===== src/rtl/serial_adder_nb.sv =====
// Digit-serial adder/subtractor: DIGIT bits per cycle through a ripple slice,
// carry registered between digits, start/busy/done framing with flags at completion.
module serial_adder_nb #(
  parameter int WIDTH = 16,
  parameter int DIGIT = 4
) (
  input  logic             clk,
  input  logic             rst,
  input  logic             start,
  input  logic [WIDTH-1:0] A,
  input  logic [WIDTH-1:0] B,
  input  logic             C_in,
  input  logic             sub,
  output logic             busy,
  output logic             done,
  output logic [WIDTH-1:0] S,
  output logic             C_out,
  output logic             Ofl,
  output logic             Zero
);

  localparam int N  = WIDTH / DIGIT;
  localparam int CW = (N > 1) ? $clog2(N) : 1;

  typedef enum logic [1:0] {ST_IDLE, ST_RUN, ST_DONE} state_t;

  state_t           r_state;
  state_t           w_state_nxt;
  logic             w_accept;
  logic             w_last;

  logic [WIDTH-1:0] r_a;
  logic [WIDTH-1:0] r_b;
  logic [WIDTH-1:0] r_s;
  logic             r_carry;
  logic [CW-1:0]    r_cnt;
  logic             r_cout;
  logic             r_ofl;

  logic [DIGIT-1:0]       w_sum;
  logic                   w_slice_cout;
  logic                   w_slice_cmsb;
  logic [WIDTH+DIGIT-1:0] w_s_cat;
  logic [WIDTH-1:0]       w_s_nxt;

  assign w_last = (r_cnt == CW'(N - 1));

  always_comb begin
    w_state_nxt = r_state;
    w_accept    = 1'b0;
    case (r_state)
      ST_IDLE: begin
        if (start) begin
          w_accept    = 1'b1;
          w_state_nxt = ST_RUN;
        end
      end
      ST_RUN: begin
        if (w_last) w_state_nxt = ST_DONE;
      end
      ST_DONE: begin
        if (start) begin
          w_accept    = 1'b1;
          w_state_nxt = ST_RUN;
        end else begin
          w_state_nxt = ST_IDLE;
        end
      end
      default: w_state_nxt = ST_IDLE;
    endcase
  end

  always_ff @(posedge clk) begin
    if (rst) r_state <= ST_IDLE;
    else     r_state <= w_state_nxt;
  end

  // Ripple chain kept in a procedural variable; the carry into the slice MSB
  // is retained because on the last digit that bit is the result sign bit.
  always_comb begin
    logic v_c;
    w_sum        = '0;
    w_slice_cmsb = 1'b0;
    v_c          = r_carry;
    for (int i = 0; i < DIGIT; i++) begin
      if (i == DIGIT - 1) w_slice_cmsb = v_c;
      w_sum[i] = r_a[i] ^ r_b[i] ^ v_c;
      v_c      = (r_a[i] & r_b[i]) | (v_c & (r_a[i] ^ r_b[i]));
    end
    w_slice_cout = v_c;
  end

  assign w_s_cat = {w_sum, r_s};
  assign w_s_nxt = w_s_cat[WIDTH+DIGIT-1:DIGIT];

  always_ff @(posedge clk) begin
    if (rst) begin
      r_a     <= '0;
      r_b     <= '0;
      r_s     <= '0;
      r_carry <= 1'b0;
      r_cnt   <= '0;
      r_cout  <= 1'b0;
      r_ofl   <= 1'b0;
    end else if (w_accept) begin
      r_a     <= A;
      r_b     <= sub ? ~B : B;
      r_carry <= sub ? 1'b1 : C_in;
      r_cnt   <= '0;
      r_s     <= '0;
      r_cout  <= 1'b0;
      r_ofl   <= 1'b0;
    end else if (r_state == ST_RUN) begin
      r_a     <= r_a >> DIGIT;
      r_b     <= r_b >> DIGIT;
      r_s     <= w_s_nxt;
      r_carry <= w_slice_cout;
      r_cnt   <= r_cnt + CW'(1);
      if (w_last) begin
        r_cout <= w_slice_cout;
        r_ofl  <= w_slice_cout ^ w_slice_cmsb;
      end
    end
  end

  assign busy  = (r_state == ST_RUN);
  assign done  = (r_state == ST_DONE);
  assign S     = r_s;
  assign C_out = r_cout;
  assign Ofl   = r_ofl;
  assign Zero  = (r_s == '0);

endmodule


===== config.mk =====
export PLATFORM = sky130hd
export DESIGN_NAME = serial_adder_nb
export DESIGN_NICKNAME = d
export VERILOG_FILES = /design/src/rtl/serial_adder_nb.sv
export SDC_FILE = /design/constraint.sdc
export NUM_CORES = 1
export LEC_CHECK = 0
export ABC_CLOCK_PERIOD_IN_PS = 4600
export BUFFER_PORTS_ARGS = -buffer_cell sky130_fd_sc_hd__buf_2
export CAP_MARGIN = 0
export CORE_UTILIZATION = 57
export CTS_CLUSTER_DIAMETER = 100
export CTS_CLUSTER_SIZE = 24
export DETAILED_ROUTE_END_ITERATION = 10
export PLACE_DENSITY_LB_ADDON = 0.3
export SLEW_MARGIN = 15
export SYNTH_ARGS = -nofsm -noshare
export SYNTH_HDL_FRONTEND = slang
export SYNTH_SLANG_ARGS = --single-unit

===== constraint.sdc =====
create_clock -name clk -period 4.6 [get_ports clk]
set_input_delay 0.23 -clock clk [delete_from_list [all_inputs] [get_ports clk]]
set_output_delay 0.23 -clock clk [all_outputs]
set_load 0.03 [all_outputs]

=== After elaboration in Yosys (flattened, before gate mapping) ===
Cells that the tools add are included.

* Bits in registers: 55
* Output and inout port bits: 21

* $add $sub $neg: 1
* Eq/ne operators: 5
* Mux-type cells: 14
* Bitwise logic cells: 22
* Reduce and logical (&&, ||, !) cells: 7

{| class="wikitable"
|+ Operators with widths
! operator !! count
|-
| two-way mux 16 bit || 5
|-
| logical NOT 16 bit || 1
|-
| NOT 16 bit || 1
|-
| XOR 1 bit || 9
|-
| bitwise AND 1 bit || 8
|-
| two-way mux 1 bit || 6
|-
| one-hot mux 2 bit (3 select lines) || 1
|-
| equality test 2 bit (second input constant) || 2
|-
| two-way mux 2 bit || 2
|-
| OR 1 bit || 4
|-
| AND reduction 2 bit || 2
|-
| OR reduction 2 bit || 2
|-
| adder 2 x 1 -> 2 bit (second input constant) || 1
|-
| equality test 2 x 1 -> 1 bit (second input constant) || 1
|-
| logical NOT 2 bit || 1
|-
| inequality test 2 x 1 -> 1 bit (second input constant) || 1
|-
| inequality test 2 bit (second input constant) || 1
|-
| nonzero test 2 bit || 1
|}

=== Logic depth before layout (Yosys ltp) ===
* Word-level depth: 11
* Mapped depth: 10
* Mapped depth without buffers: 10

=== Least setup slack after synthesis ===
OpenSTA, ideal clock, no wires.

* Path kind: register -> register
* Start: register r_a[0]
* End: register r_s[15] (netlist: S[15])
* Library setup time: 0.079 ns
* Arrival time: 1.976 ns
* Slack: 2.545 ns
* Cell stages (with the launch flop): 9
* Clock period less this slack: 2.055 ns
* Cell sequence: dfxtp_1 -> inv_1 -> fa_1 -> inv_1 -> fa_1 -> fa_1 -> inv_1 -> fa_1 -> a211oi_2

* Longest elaborated chain between the ends: 8

{| class="wikitable"
|+ Ends and longest elaborated chain
! what !! line !! source
|-
| start, declared || 32 || <nowiki>logic [WIDTH-1:0] r_a;</nowiki>
|-
| start signal, assigned || 114 || <nowiki>r_a <= r_a >> DIGIT;</nowiki>
|-
| XOR 1 bit || 88 || <nowiki>v_c = (r_a[i] & r_b[i]) | (v_c & (r_a[i] ^ r_b[i]));</nowiki>
|-
| bitwise AND 1 bit || 88 ||
|-
| OR 1 bit * || 88 ||
|-
| bitwise AND 1 bit * || 88 ||
|-
| OR 1 bit * || 88 ||
|-
| bitwise AND 1 bit * || 88 ||
|-
| OR 1 bit * || 88 ||
|-
| XOR 1 bit * || 87 || <nowiki>w_sum[i] = r_a[i] ^ r_b[i] ^ v_c;</nowiki>
|-
| end signal, assigned || 116 || <nowiki>r_s <= w_s_nxt;</nowiki>
|-
| end, declared || 34 || <nowiki>logic [WIDTH-1:0] r_s;</nowiki>
|}

Mark *: on every way between the ends. The rest lies on a longest branch, timed or not.
A chain may end at the register's enable or synchronous reset.

=== Worst setup path after layout ===
* Start: register r_a[0]
* End: register r_ofl (netlist: Ofl)

* Longest elaborated chain between the ends: 10

{| class="wikitable"
|+ Ends and longest elaborated chain
! what !! line !! source
|-
| XOR 1 bit || 88 ||
|-
| bitwise AND 1 bit || 88 ||
|-
| OR 1 bit * || 88 ||
|-
| bitwise AND 1 bit * || 88 ||
|-
| OR 1 bit * || 88 ||
|-
| bitwise AND 1 bit * || 88 ||
|-
| OR 1 bit * || 88 ||
|-
| bitwise AND 1 bit || 88 ||
|-
| OR 1 bit || 88 ||
|-
| XOR 1 bit * || 121 || <nowiki>r_ofl <= w_slice_cout ^ w_slice_cmsb;</nowiki>
|-
| end signal, assigned || 121 ||
|-
| end, declared || 38 || <nowiki>logic r_ofl;</nowiki>
|}

Marked as above.

==> summary.md <==
| Metric | Value |
|---|---|
| Fill cells | 399 |
| Fin. max-slew vios | 0 |
| GRT busiest layer | met2 |
| Syn avg cell area | roughly 8.7 µm² |
| Synth warn | 0 |
| Final ANT Viol Nets | 0 |
| Final hold slack | 149 ps |
| Worst Setup Start Kind | flip-flop |
| Critical path required time | between 4000 and 5000 ps |
| Critical path's slowest cell | fa_1 |
| GRT met1 Usage | 26.0% |
| Layout cells sized above 1 | 24.5% |
| Period minus WS final | between 2000 and 2500 ps |
| Final setup violation count | 0 |
| Fin. Hold Viols | 0 |
| M2 GR Usage | 39.1% |
| Total Neg Setup Slack | 0 ps |
| Hold_buf cts | 0 |
| Period utilisation layout | about 50% |
| Clock skew | 8.19 ps |
| Antenna violations before repair | 0 |
| GRT Total Usage | 22.5% |
| CP max stage delay | between 400 and 500 ps |
| Grt ovf | 0 |
| Reg clk slew, reported paths | 90 ps |
| Cts repair resizes | 0 |
| Post-layout util | a little under two thirds |
| Site row count | 24 |
| CTS sink count | 55 |
| IO buf count | 57 |
| Unrepaired setup endpoints after global routing | no |
| Synth Register Bits | 55 |
| Cts bufs inserted | 5 |
| CP arrival | 2500 ps |
| Post-CTS setup buffers | 0 |
| Synthesized area | approximately 2600 µm² |
| Critical path cell sequence | inv_1, fa_1, inv_1, fa_1, fa_1, inv_1, fa_1, xnor2_1, nand3_1, a21oi_1 |
| Rel. slew slack | 28.8% |
| Max Freq | 0.439 GHz |
| Mapped Cells | approximately 300 |
| Async S/R FF share, synth | 0% |
| Area leader, netlist | dfxtp_1 |
| Post-DR vias/cell | 5.62 |
| Vias in the first global route | 1992 |
| Status | complete, no violations |
| Slew @ Worst Pin | 1060 ps |
| Root Driver | clkbuf_8 |
| # IOs | 58 |
| Leak | 0.00110 µW |
| Vias | between 2k and 2.5k |
| CTS tree | built |
| EDFF count, synth | 0 |
| H-tree depth | 2 |
| Nets@finish | between 300 and 400 |
| Initial Util | 59.6% |
| First-pass GRT wire length | 8710 µm |
| Syn Nets | 341 |
| Post-Place Cells | 367 |
| Power density cells | 348 nW/µm² |
| Core area | around 4400 µm² |
| Routed WL | 5040 µm |
| Worst setup path category | reg -> reg |
| # DRC | 0 |
| Hpwl dp | around 3300 µm |
| Ant. Diodes | 0 |
| WL/cell | approximately 13 µm |
| Most used cell, CP | fa_1 |
| Worst skew pair latency | 310 ps |
| Sequential-to-total area share from yosys stat | a little over two fifths |
| DRT Pass-1 Iters | 4 |
| Post-Layout Cell Count | around 380 |
| Area grow syn2layout | 6.32% |
| Ranking of synthesized cells by area | dfxtp_1 42%, a21oi_1 7.5%, nand2_1 6.2%, buf_4 6.0%, xor2_1 5.4% |
| CTS max path bufs | 2 |
| Hold Crit Class | in -> reg |
| Met3 usage | under 10% |
| CP Capture Type | flip-flop |
| Die W | roughly 70 µm |
| Max_cap viols | 0 |
| Max VDD drop | 253 µV |
| Number of DRC markers in iteration 0 | between 100 and 150 |
| Largest net degree at the start of global routing | 52 |
| Die Ht | 69.7 µm |
| Main synth FF type | dfxtp_1 |
| Gpl congestion | 0.735 |
| Synth top area share | 42.1% |
| Crit-path max FO | 3 |
| Die area | between 4000 and 5000 µm² |
| Post-synth cell types | 32 |
-- worst max-delay path: cells and delay by family (launching register included) --
kind / cells / cell delay [ps]
buffers and inverters: 3 / 200
adder cells (fa/ha/maj): 4 / 1230
AND/OR/NAND/NOR: 1 / 100
XOR/XNOR: 1 / 180
flip-flops: 1 / 320
AO/OA/AOI/OAI: 1 / 160
-- per-layer routing --
layer / vias to the layer above / wire [µm]
met1: 986 / 2090
met3: 10 / 256
li1: 1053 / -
met2: 58 / 2580
met5: - / 0
met4: 0 / 108
-- final timing paths --
kind	from	cells after the start	slack, ps	to
worst min register to register	Ofl	2	460	Ofl
worst max register to register	r_a[0]	10	2320	Ofl
worst max-delay path	r_a[0]	10	2320	Ofl
worst min-delay path	A[12]	3	150	r_a[12]
-- cells by family after synthesis --
group / Yosys count / share of synthesized area [%]
muxes: 1 / 0.383
xor gates and xnor gates: 18 / 6.03
AOI/OAI and AO/OA: 69 / 17.5
adders and majority gates: 5 / 3.54
buffers and inverters: 50 / 12.8
DFF: 55 / 42.1
and+or+nand+nor: 101 / 17.7
-- synthesized netlist by cell type, drive strengths merged, types with 5 or more instances --
library cell	count
xor2	16
a22oi	14
nor3	11
a311oi	6
nand2	46
a21oi	39
nand3	23
buf	37
o22ai	6
dfxtp	55
nor2	10
inv	8
clkbuf	5
-- through the flow --
stage | setup slack (ps) | cell area (µm²) | power, µW
after floorplan | 2540 | 2620 | 662
after global placement | 2430 | 2680 | 684
after detailed placement | 2370 | 2680 | 689
after CTS | 2330 | 2780 | 977
after global routing | 2200 | 2780 | 1020
final | 2320 | 2780 | 967
-- state kept, by name, indices dropped and copies added, names as in the netlist --
signal   flops
r_carry      1
r_state      2
Ofl          1
C_out        1
S           16
r_cnt        2
r_b         16
r_a         16
-- cell type report --
class	count	area (µm²)	area share, %
Clock buffer	7	96.3	3.47
Timing Repair Buffer	58	293	10.5
Tap cell	52	65.1	2.34
Inverter	8	32.5	1.17
Multi-Input combinational cell	194	1180	42.6
Clock inverter	1	7.51	0.270
Sequential cell	55	1100	39.6
-- cell usage in the layout, fill, tap and decap left out, drive strengths merged --
master    netlist  layout
a211oi          2       2
a21oi          39      39
a22oi          14      14
a311oi          6       6
and4            1       1
buf            37      58
clkbuf          5       7
clkinvlp        0       1
dfxtp          55      55
fa              4       4
ha              1       1
inv             8       8
mux2i           1       1
nand2          46      46
nand2b          3       3
nand3          23      23
nand3b          1       1
nor2           10      10
nor2b           2       2
nor3           11      11
nor4            4       4
o21a            1       1
o22a            1       1
o22ai           6       6
xnor2           2       2
xor2           16      16
-- report_power, final --
part	internal (µW)	switching (µW)
sequential	504	16.7
clock	137	153
combinational	58.9	97.5
total	700	267
Power figures use the tool's default switching activity.
